==> src/rtl/foo_fifo.sv <==
// foo_fifo: registered valid/ready buffer of DEPTH words of WIDTH bits.
// Words leave in arrival order; occupancy and an almost-full flag are exported.
// A synchronous flush empties the buffer; rst clears it asynchronously.
module foo_fifo #(
  parameter  int WIDTH     = 8,
  parameter  int DEPTH     = 4,
  parameter  int AFULL_LVL = 3,
  localparam int CW        = $clog2(DEPTH + 1)
) (
  input  logic             clk,
  input  logic             rst,
  input  logic             flush,
  input  logic             in_valid,
  output logic             in_ready,
  input  logic [WIDTH-1:0] in_data,
  output logic             out_valid,
  input  logic             out_ready,
  output logic [WIDTH-1:0] out_data,
  output logic [CW-1:0]    count,
  output logic             almost_full
);

  localparam int PW = $clog2(DEPTH);

  logic [WIDTH-1:0] mem [DEPTH];
  logic [PW-1:0]    wr_ptr;
  logic [PW-1:0]    rd_ptr;
  logic [CW-1:0]    count_nxt;
  logic             push;
  logic             pop;

  // Pointers wrap by explicit compare so DEPTH need not be a power of two.
  function automatic logic [PW-1:0] next_ptr(input logic [PW-1:0] p);
    return (p == PW'(DEPTH - 1)) ? '0 : p + 1'b1;
  endfunction

  // Handshakes. in_ready depends only on registered state and flush, so it
  // never forms a combinational loop with the producer's in_valid.
  assign in_ready    = (count != CW'(DEPTH)) && !flush;
  assign out_valid   = (count != '0);
  assign push        = in_valid && in_ready;
  assign pop         = out_valid && out_ready && !flush;
  assign out_data    = mem[rd_ptr];
  assign almost_full = (count >= CW'(AFULL_LVL));

  // Next occupancy: push and pop together leave it unchanged.
  always_comb begin
    // NOTE: default first so every path assigns count_nxt; no latch is inferred.
    count_nxt = count;
    case ({push, pop})
      2'b10:   count_nxt = count + 1'b1;
      2'b01:   count_nxt = count - 1'b1;
      default: count_nxt = count;
    endcase
  end

  // Storage write on push.
  // NOTE: the array has no reset; its contents are don't-care until written,
  // and leaving it out of reset lets it map onto plain flops or RAM.
  always_ff @(posedge clk) begin
    if (push) mem[wr_ptr] <= in_data;
  end

  // Pointer and occupancy registers; flush clears them at the next edge.
  always_ff @(posedge clk or posedge rst) begin
    // NOTE: non-blocking assignments so every register samples pre-edge values.
    if (rst) begin
      wr_ptr <= '0;
      rd_ptr <= '0;
      count  <= '0;
    end else if (flush) begin
      wr_ptr <= '0;
      rd_ptr <= '0;
      count  <= '0;
    end else begin
      if (push) wr_ptr <= next_ptr(wr_ptr);
      if (pop)  rd_ptr <= next_ptr(rd_ptr);
      count <= count_nxt;
    end
  end

endmodule
==> config.mk <==
export PLATFORM = sky130hd
export DESIGN_NAME = foo_fifo
export DESIGN_NICKNAME = d
export VERILOG_FILES = /design/src/rtl/foo_fifo.sv
export SDC_FILE = /design/constraint.sdc
export NUM_CORES = 1
export LEC_CHECK = 0
export ABC_AREA = 1
export BUFFER_PORTS_ARGS = -buffer_cell sky130_fd_sc_hd__buf_2
export CORE_MARGIN = 2
export CORE_UTILIZATION = 45
export CTS_BUF_LIST = sky130_fd_sc_hd__clkbuf_16
export CTS_CLUSTER_DIAMETER = 80
export DETAILED_ROUTE_END_ITERATION = 6
export GPL_TIMING_DRIVEN = 0
export HOLD_SLACK_MARGIN = 0.15
export PLACE_DENSITY = 0.66
export SETUP_SLACK_MARGIN = 0.5
export SLEW_MARGIN = 20
export SYNTH_ARGS = -nofsm -noshare
export SYNTH_HDL_FRONTEND = slang
export SYNTH_SLANG_ARGS = --single-unit
export TNS_END_PERCENT = 50
==> constraint.sdc <==
create_clock -name clk -period 3.08 [get_ports clk]
set_clock_uncertainty 0.05 [all_clocks]
set_input_delay 0.924 -clock clk [delete_from_list [all_inputs] [get_ports clk]]
set_output_delay 0.924 -clock clk [all_outputs]
set_load 0.02 [all_outputs]
==> flow_summary.json, run 1 <==
{
  "outcome": "completed",
  "post_drt_wl_per_cell_um": 14.1,
  "crit_chain": "clkbuf_4, inv_4, buf_6, nor2_1, o22ai_1, buf_2",
  "finalCritPeriodShare_pct": 81.0,
  "rows": 22,
  "grt_use_met2_pct": 26.3,
  "stdcell_area_um2": 2060,
  "ys_seq_area_share_pct": 66.3,
  "clock-sinks": 39,
  "final_core_util_pct": 56.3,
  "cts_max_path_buffers": 2,
  "cts_buffers": 5,
  "drv_slew": 0,
  "reg2reg_from": "count[1]",
  "finalNetCount": 193,
  "grt_pass1_wl_um": 5150,
  "die_w_um": 65.7,
  "avgSynthCellArea_um2": 12.1,
  "use_met3_pct": 4.11,
  "final_cell_mix": "32 x edfxtp_1, 26 x buf_2, 21 x o21ai_0, 21 x nor2_1, 11 x inv_1",
  "grt_pass1_vias": 1126,
  "hold_class": "in2async",
  "grt.total_usage_pct": 16.7,
  "initial_core_util_pct": 46.8,
  "synth_cell_types": 20,
  "ant_nets": 0,
  "diodes": 0,
  "dpl_worst_slack_ns": 0.508,
  "critPathRequiredTime_ns": 2.11,
  "viasPerCell": 5.08,
  "grt_util_met1_pct": 21.5,
  "path_max_fanout": 10,
  "powerDensity_nw_per_um2": 841,
  "crit_type": "reg2out",
  "via_count": 1132,
  "yosys_warnings": 0,
  "drcViolationCount": 0,
  "die_h_um": 65.7,
  "r2r-end": "count[2]",
  "wl_um": 3150,
  "cts_tree": "done",
  "start_kind": "register",
  "clk_latency_ns": 0.28,
  "worstPathArrival_ns": 1.52,
  "io_buffers": 26,
  "cts-root-buf": "clkbuf_16",
  "grt_overflow_total": 0,
  "final_common_cell": "edfxtp_1",
  "die-area_um2": 4320,
  "drive_gt1_share_pct": 28.6,
  "cts_setup_buffers": 0,
  "ios": 27,
  "regToRegSetupSlack_ns": 1.09,
  "first_iter_violations": 79,
  "post-route-min-period_ns": 2.49,
  "fp.coreArea_um2": 3660,
  "critPathSlowestCell": "dfrtp_1",
  "h-tree-depth": 2,
  "setup_ws_ns": 0.586,
  "syn_area_um2": 1710,
  "finalHoldViolations": 0,
  "dr.pass1.iters": 4,
  "synthesis.nets": 160,
  "place_area_um2": 1900,
  "fillerInstances": 312,
  "clkTransAtPathRegs_ns": 0.06,
  "grt_max_degree": 14,
  "synthCells": 141,
  "area_growth_pct": 20.4,
  "grt_antenna_before_repair": 0,
  "relSlewSlack_pct": 47.2,
  "dp_hpwl_um": 2140,
  "busiest_layer": "met2",
  "r2r_cells": 13,
  "worstSetupEndpointType": "output pin",
  "peakVddDrop_mv": 0.293,
  "setup_violations": 0,
  "p_leak_nw": 0.832,
  "max_freq_ghz": 0.401,
  "gp_congestion": 0.822,
  "max_stage_delay_ns": 0.37,
  "ys_ff_latch": 39,
  "grt_setup_unrepaired": "true",
  "tightest_slew_ns": 0.789,
  "setup_tns_ns": 0,
  "drv_cap": 0,
  "hold_ws_ns": 0.530
}
## power by group
| part | total [mW] | switching (mW) | internal (mW) |
|---|---|---|---|
| logic | 0.568 | 0.374 | 0.194 |
| registers | 0.673 | 0.0472 | 0.626 |
| clock network | 0.494 | 0.196 | 0.298 |
## stage by stage
| step | std cells | power (mW) |
|---|---|---|
| 2_1_floorplan | 141 | 1.07 |
| 3_3_place_gp | 215 | 1.22 |
| 3_5_place_dp | 215 | 1.24 |
| 4_1_cts | 223 | 1.75 |
| 5_1_grt | 223 | 1.83 |
| 6_report | 223 | 1.74 |
## routing by layer
layer | routed length [µm] | vias up
met3 | 185 | 8
met1 | 1270 | 531
met2 | 1630 | 30
li1 | - | 563
met5 | 0 | -
met4 | 63 | 0
## worst max-delay path by stage
| stage | depth (start not counted) | slack, ns | start | to |
|---|---|---|---|---|
| 2_1_floorplan | 1 | 0.81 | flush | in_ready |
| 3_3_place_gp | 12 | 0.56 | flush | count[2] |
| 3_5_place_dp | 12 | 0.51 | flush | count[2] |
| 4_1_cts | 6 | 0.52 | rd_ptr[0] | out_data[7] |
| 5_1_grt | 6 | 0.50 | rd_ptr[0] | out_data[4] |
| 6_report | 6 | 0.59 | rd_ptr[0] | out_data[7] |
## cells in the mapped netlist
library cell | count | area share, %
a21oi_1 | 1 | 0.29
buf_2 | 3 | 0.88
dfrtp_1 | 7 | 10
edfxtp_1 | 32 | 56
fa_1 | 1 | 1.2
ha_1 | 5 | 3.7
inv_1 | 13 | 2.8
inv_2 | 2 | 0.44
nand2_1 | 7 | 1.5
nand2_2 | 2 | 0.73
nand2_4 | 4 | 2.6
nand3_1 | 7 | 2.0
nand3_4 | 1 | 1.0
nand4_1 | 1 | 0.37
nor2_1 | 21 | 4.6
nor2_4 | 2 | 1.3
o21ai_0 | 21 | 6.1
o21ai_1 | 2 | 0.58
o22ai_1 | 8 | 2.9
xnor2_1 | 1 | 0.51
## final cells by class
type                    instances  area (µm²)  area share (%)
flip-flops and latches         39        1140            55.1
multi-input cells              84         505            24.5
plain buffers                   3        26.3            1.27
clock inverters                 3        20.0           0.971
clock buffers                   5         125            6.07
repair buffers                 26         130            6.31
inverters                      15        58.8            2.85
well taps                      48        60.1            2.91
## flip-flops by register name, indices dropped and copies added (netlist names)
name    cells
count       3
wr_ptr      2
mem        32
rd_ptr      2
## cell families (layout without fill, tap and decap cells)
logic type      count (synthesis)  count (layout)  synth area share (%)
simple gates                   45              45                  14.2
flops                          39              39                  66.3
buf+inv                        18              52                  4.16
fa+ha+maj                       6               6                  4.82
xor+xnor                        1               1                 0.511
compound gates                 32              32                  9.93
## worst max-delay path: cells and delay by family (launching register included)
kind                   cells  cell delay, ns
AND/OR/NAND/NOR            1            0.05
buffers and inverters      4            0.64
AO/OA/AOI/OAI              1            0.18
flip-flops                 1            0.37
## what timing repair did
action | CTS | global route
hold buffers | 0 | 0
endpoints found under the setup margin | 8 | 8
hold endpoints to repair | 0 | 0
gates resized for setup | 4 | 3
pin swaps | 0 | 0
(Power assumes the default switching activity.)
==> run 2: changes to the inputs <==
Settings changed: ABC_AREA 1 to 0.
Clock period 3.08 ns to 2.5 ns, I/O delays scaled along.
==> flow_summary.json, run 2 <==
{
  "ys_ff_latch": 39,
  "final_common_cell": "edfxtp_1",
  "drv_cap": 0,
  "powerDensity_nw_per_um2": 988,
  "dp_hpwl_um": 1920,
  "via_count": 964,
  "crit_chain": "buf_8, mux4_2, buf_6",
  "h-tree-depth": 2,
  "first_iter_violations": 55,
  "grt.total_usage_pct": 15.6,
  "initial_core_util_pct": 46.6,
  "synth_ff_type": "edfxtp_1",
  "outcome": "completed",
  "worst-path-stages": 3,
  "dp_cells": 171,
  "cts_max_path_buffers": 2,
  "largest_register_ffs": 32,
  "start_kind": "register",
  "synth_common_cells": "32 x edfxtp_1, 8 x mux4_2, 7 x dfrtp_1, 6 x nor2_1, 5 x ha_1",
  "synth_top_area_share_pct": 56.8,
  "die-area_um2": 4270,
  "avgSynthCellArea_um2": 17.5,
  "die_h_um": 65.3,
  "critPathSlowestCell": "mux4_2",
  "final_cell_mix": "32 x edfxtp_1, 21 x buf_2, 8 x mux4_2",
  "final_core_util_pct": 60.3,
  "yosysMostFrequentCell": "edfxtp_1",
  "grt_antenna_before_repair": 0,
  "post-route-min-period_ns": 2.34,
  "cts-root-buf": "clkbuf_16",
  "share_comb_of_total_power_pct": 29.3,
  "crit_type": "reg2out",
  "grt_max_degree": 14,
  "async_flop_share_pct": 17.9,
  "reg_top3": "mem: 32 flops, count: 3 flops",
  "crit_end": "out_data[2]",
  "grt_overflow_total": 0,
  "drcViolationCount": 0,
  "drv_slew": 0,
  "synth_cell_types": 31,
  "p_seq_share_pct": 38.2,
  "finalHoldViolations": 0,
  "yosys_warnings": 0,
  "peakVddDrop_mv": 0.457,
  "finalCritPeriodShare_pct": 93.5,
  "startpoint": "rd_ptr[0]",
  "path_max_fanout": 5,
  "stdcell_count": 185,
  "critPathTopFamily": "multiplexers",
  "internal_power_mw": 1.55,
  "area_growth_pct": 29.5,
  "dpl_worst_slack_ns": 0.0735,
  "path_buf_inv": 2,
  "io_buffers": 26,
  "die_w_um": 65.3,
  "synthCells": 97,
  "grt_pass1_vias": 972,
  "fp.coreArea_um2": 3630,
  "relSlewSlack_pct": 69.9,
  "drive_gt1_share_pct": 45.3,
  "grt_pass1_wl_um": 4650,
  "clkTransAtPathRegs_ns": 0.05,
  "ys_seq_area_share_pct": 67.1,
  "clk_latency_ns": 0.27,
  "hold_class": "in2async",
  "reg2reg_from": "count[1]",
  "synthTopCellsByArea": "edfxtp_1 57%, mux4_2 11%, dfrtp_1 10%, ha_1 3.7%, mux2i_1 1.8%",
  "diodes": 0,
  "rows": 22,
  "ant_nets": 0,
  "viasPerCell": 5.21,
  "synth_top_cell_by_area": "edfxtp_1",
  "p_leak_nw": 0.848,
  "dr.pass1.iters": 4,
  "top_register": "mem",
  "r2r_cells": 6,
  "synth_edf_count": 32,
  "fillerInstances": 296,
  "ios": 27,
  "regToRegSetupSlack_ns": 0.49,
  "worstSetupEndpointType": "output pin",
  "cts_tree": "done",
  "grt_setup_unrepaired": "true",
  "setup_tns_ns": 0,
  "pwr-share-clk_pct": 32.5,
  "worstPathArrival_ns": 1.54,
  "hold_ws_ns": 0.350,
  "r2r-end": "count[2]",
  "wl_um": 2940,
  "p_sw_share_pct": 28.4,
  "finalNetCount": 155,
  "power_switching_mw": 0.615,
  "synthesis.nets": 116,
  "tightest_slew_ns": 0.452,
  "syn_area_um2": 1690,
  "post_drt_wl_per_cell_um": 15.9,
  "clock-sinks": 39,
  "setup_violations": 0,
  "max_freq_ghz": 0.428,
  "cts_buffers": 5,
  "max_stage_delay_ns": 0.52,
  "setup_ws_ns": 0.164,
  "critPathRequiredTime_ns": 1.70,
  "gp_congestion": 0.795
}
==> run 2: final cells by class <==
type                       instances  area, µm²  share of cell area (%)
inverter                           3       11.3                   0.514
sequential                        39       1140                    52.0
tap                               48       60.1                    2.74
multi-input combinational         52        554                    25.3
buffer                             3       25.0                    1.14
timing repair buffer              32        233                    10.6
clock buffer                       5        125                    5.71
clock inverter                     3       43.8                    2.00
==> run 2: cell families (layout without fill, tap and decap cells) <==
family	after synthesis	after routing	share of synthesized area (%)
flip-flops	39	39	67.1
AND/OR/NAND/NOR	24	24	7.76
multiplexers	12	12	13.1
AO/OA/AOI/OAI	9	9	4.80
adder cells (fa/ha/maj)	6	6	4.88
buffers and inverters	6	46	1.40
XOR/XNOR	1	1	0.961
==> run 2: worst min-delay path by stage <==
| stage | startpoint | endpoint | slack, ns | depth (start not counted) |
|---|---|---|---|---|
| floorplan | rst | count[0] | 0.50 | 1 |
| global placement | wr_ptr[0] | wr_ptr[0] | 0.54 | 2 |
| detailed placement | wr_ptr[1] | wr_ptr[1] | 0.57 | 2 |
| CTS | rst | count[1] | 0.35 | 2 |
| global route | rst | rd_ptr[0] | 0.36 | 2 |
| finish | rst | count[2] | 0.35 | 2 |
==> run 2: metal layers <==
metal	GRT usage (%)	wire, µm	share of wire (%)
met1	18.8	1170	40
met2	26.0	1600	54
met3	5.99	132	4.5
met4	4.69	34	1.2
met5	0	0	0
==> run 2: per-stage QoR <==
step	cell area [µm²]	total power, mW
6_report	2190	2.17
3_5_place_dp	1900	1.34
4_1_cts	2140	2.14
3_3_place_gp	1900	1.33
2_1_floorplan	1710	1.20
5_1_grt	2190	2.27
==> run 2: what timing repair did <==
action | CTS | global route
resized for setup | 16 | 5
cloned | 1 | 0
setup buffers | 0 | 5
hold buffers | 0 | 0
pin swaps | 0 | 6
setup endpoints to repair | 11 | 13
==> run 2: power by group through the flow <==
| stage | clock, mW | combinational, mW | sequential [mW] |
|---|---|---|---|
| 2_1_floorplan | 0 | 0.359 | 0.837 |
| 3_3_place_gp | 0 | 0.503 | 0.822 |
| 3_5_place_dp | 0 | 0.515 | 0.829 |
| 4_1_cts | 0.717 | 0.597 | 0.828 |
| 5_1_grt | 0.747 | 0.687 | 0.837 |
| 6_report | 0.703 | 0.635 | 0.829 |
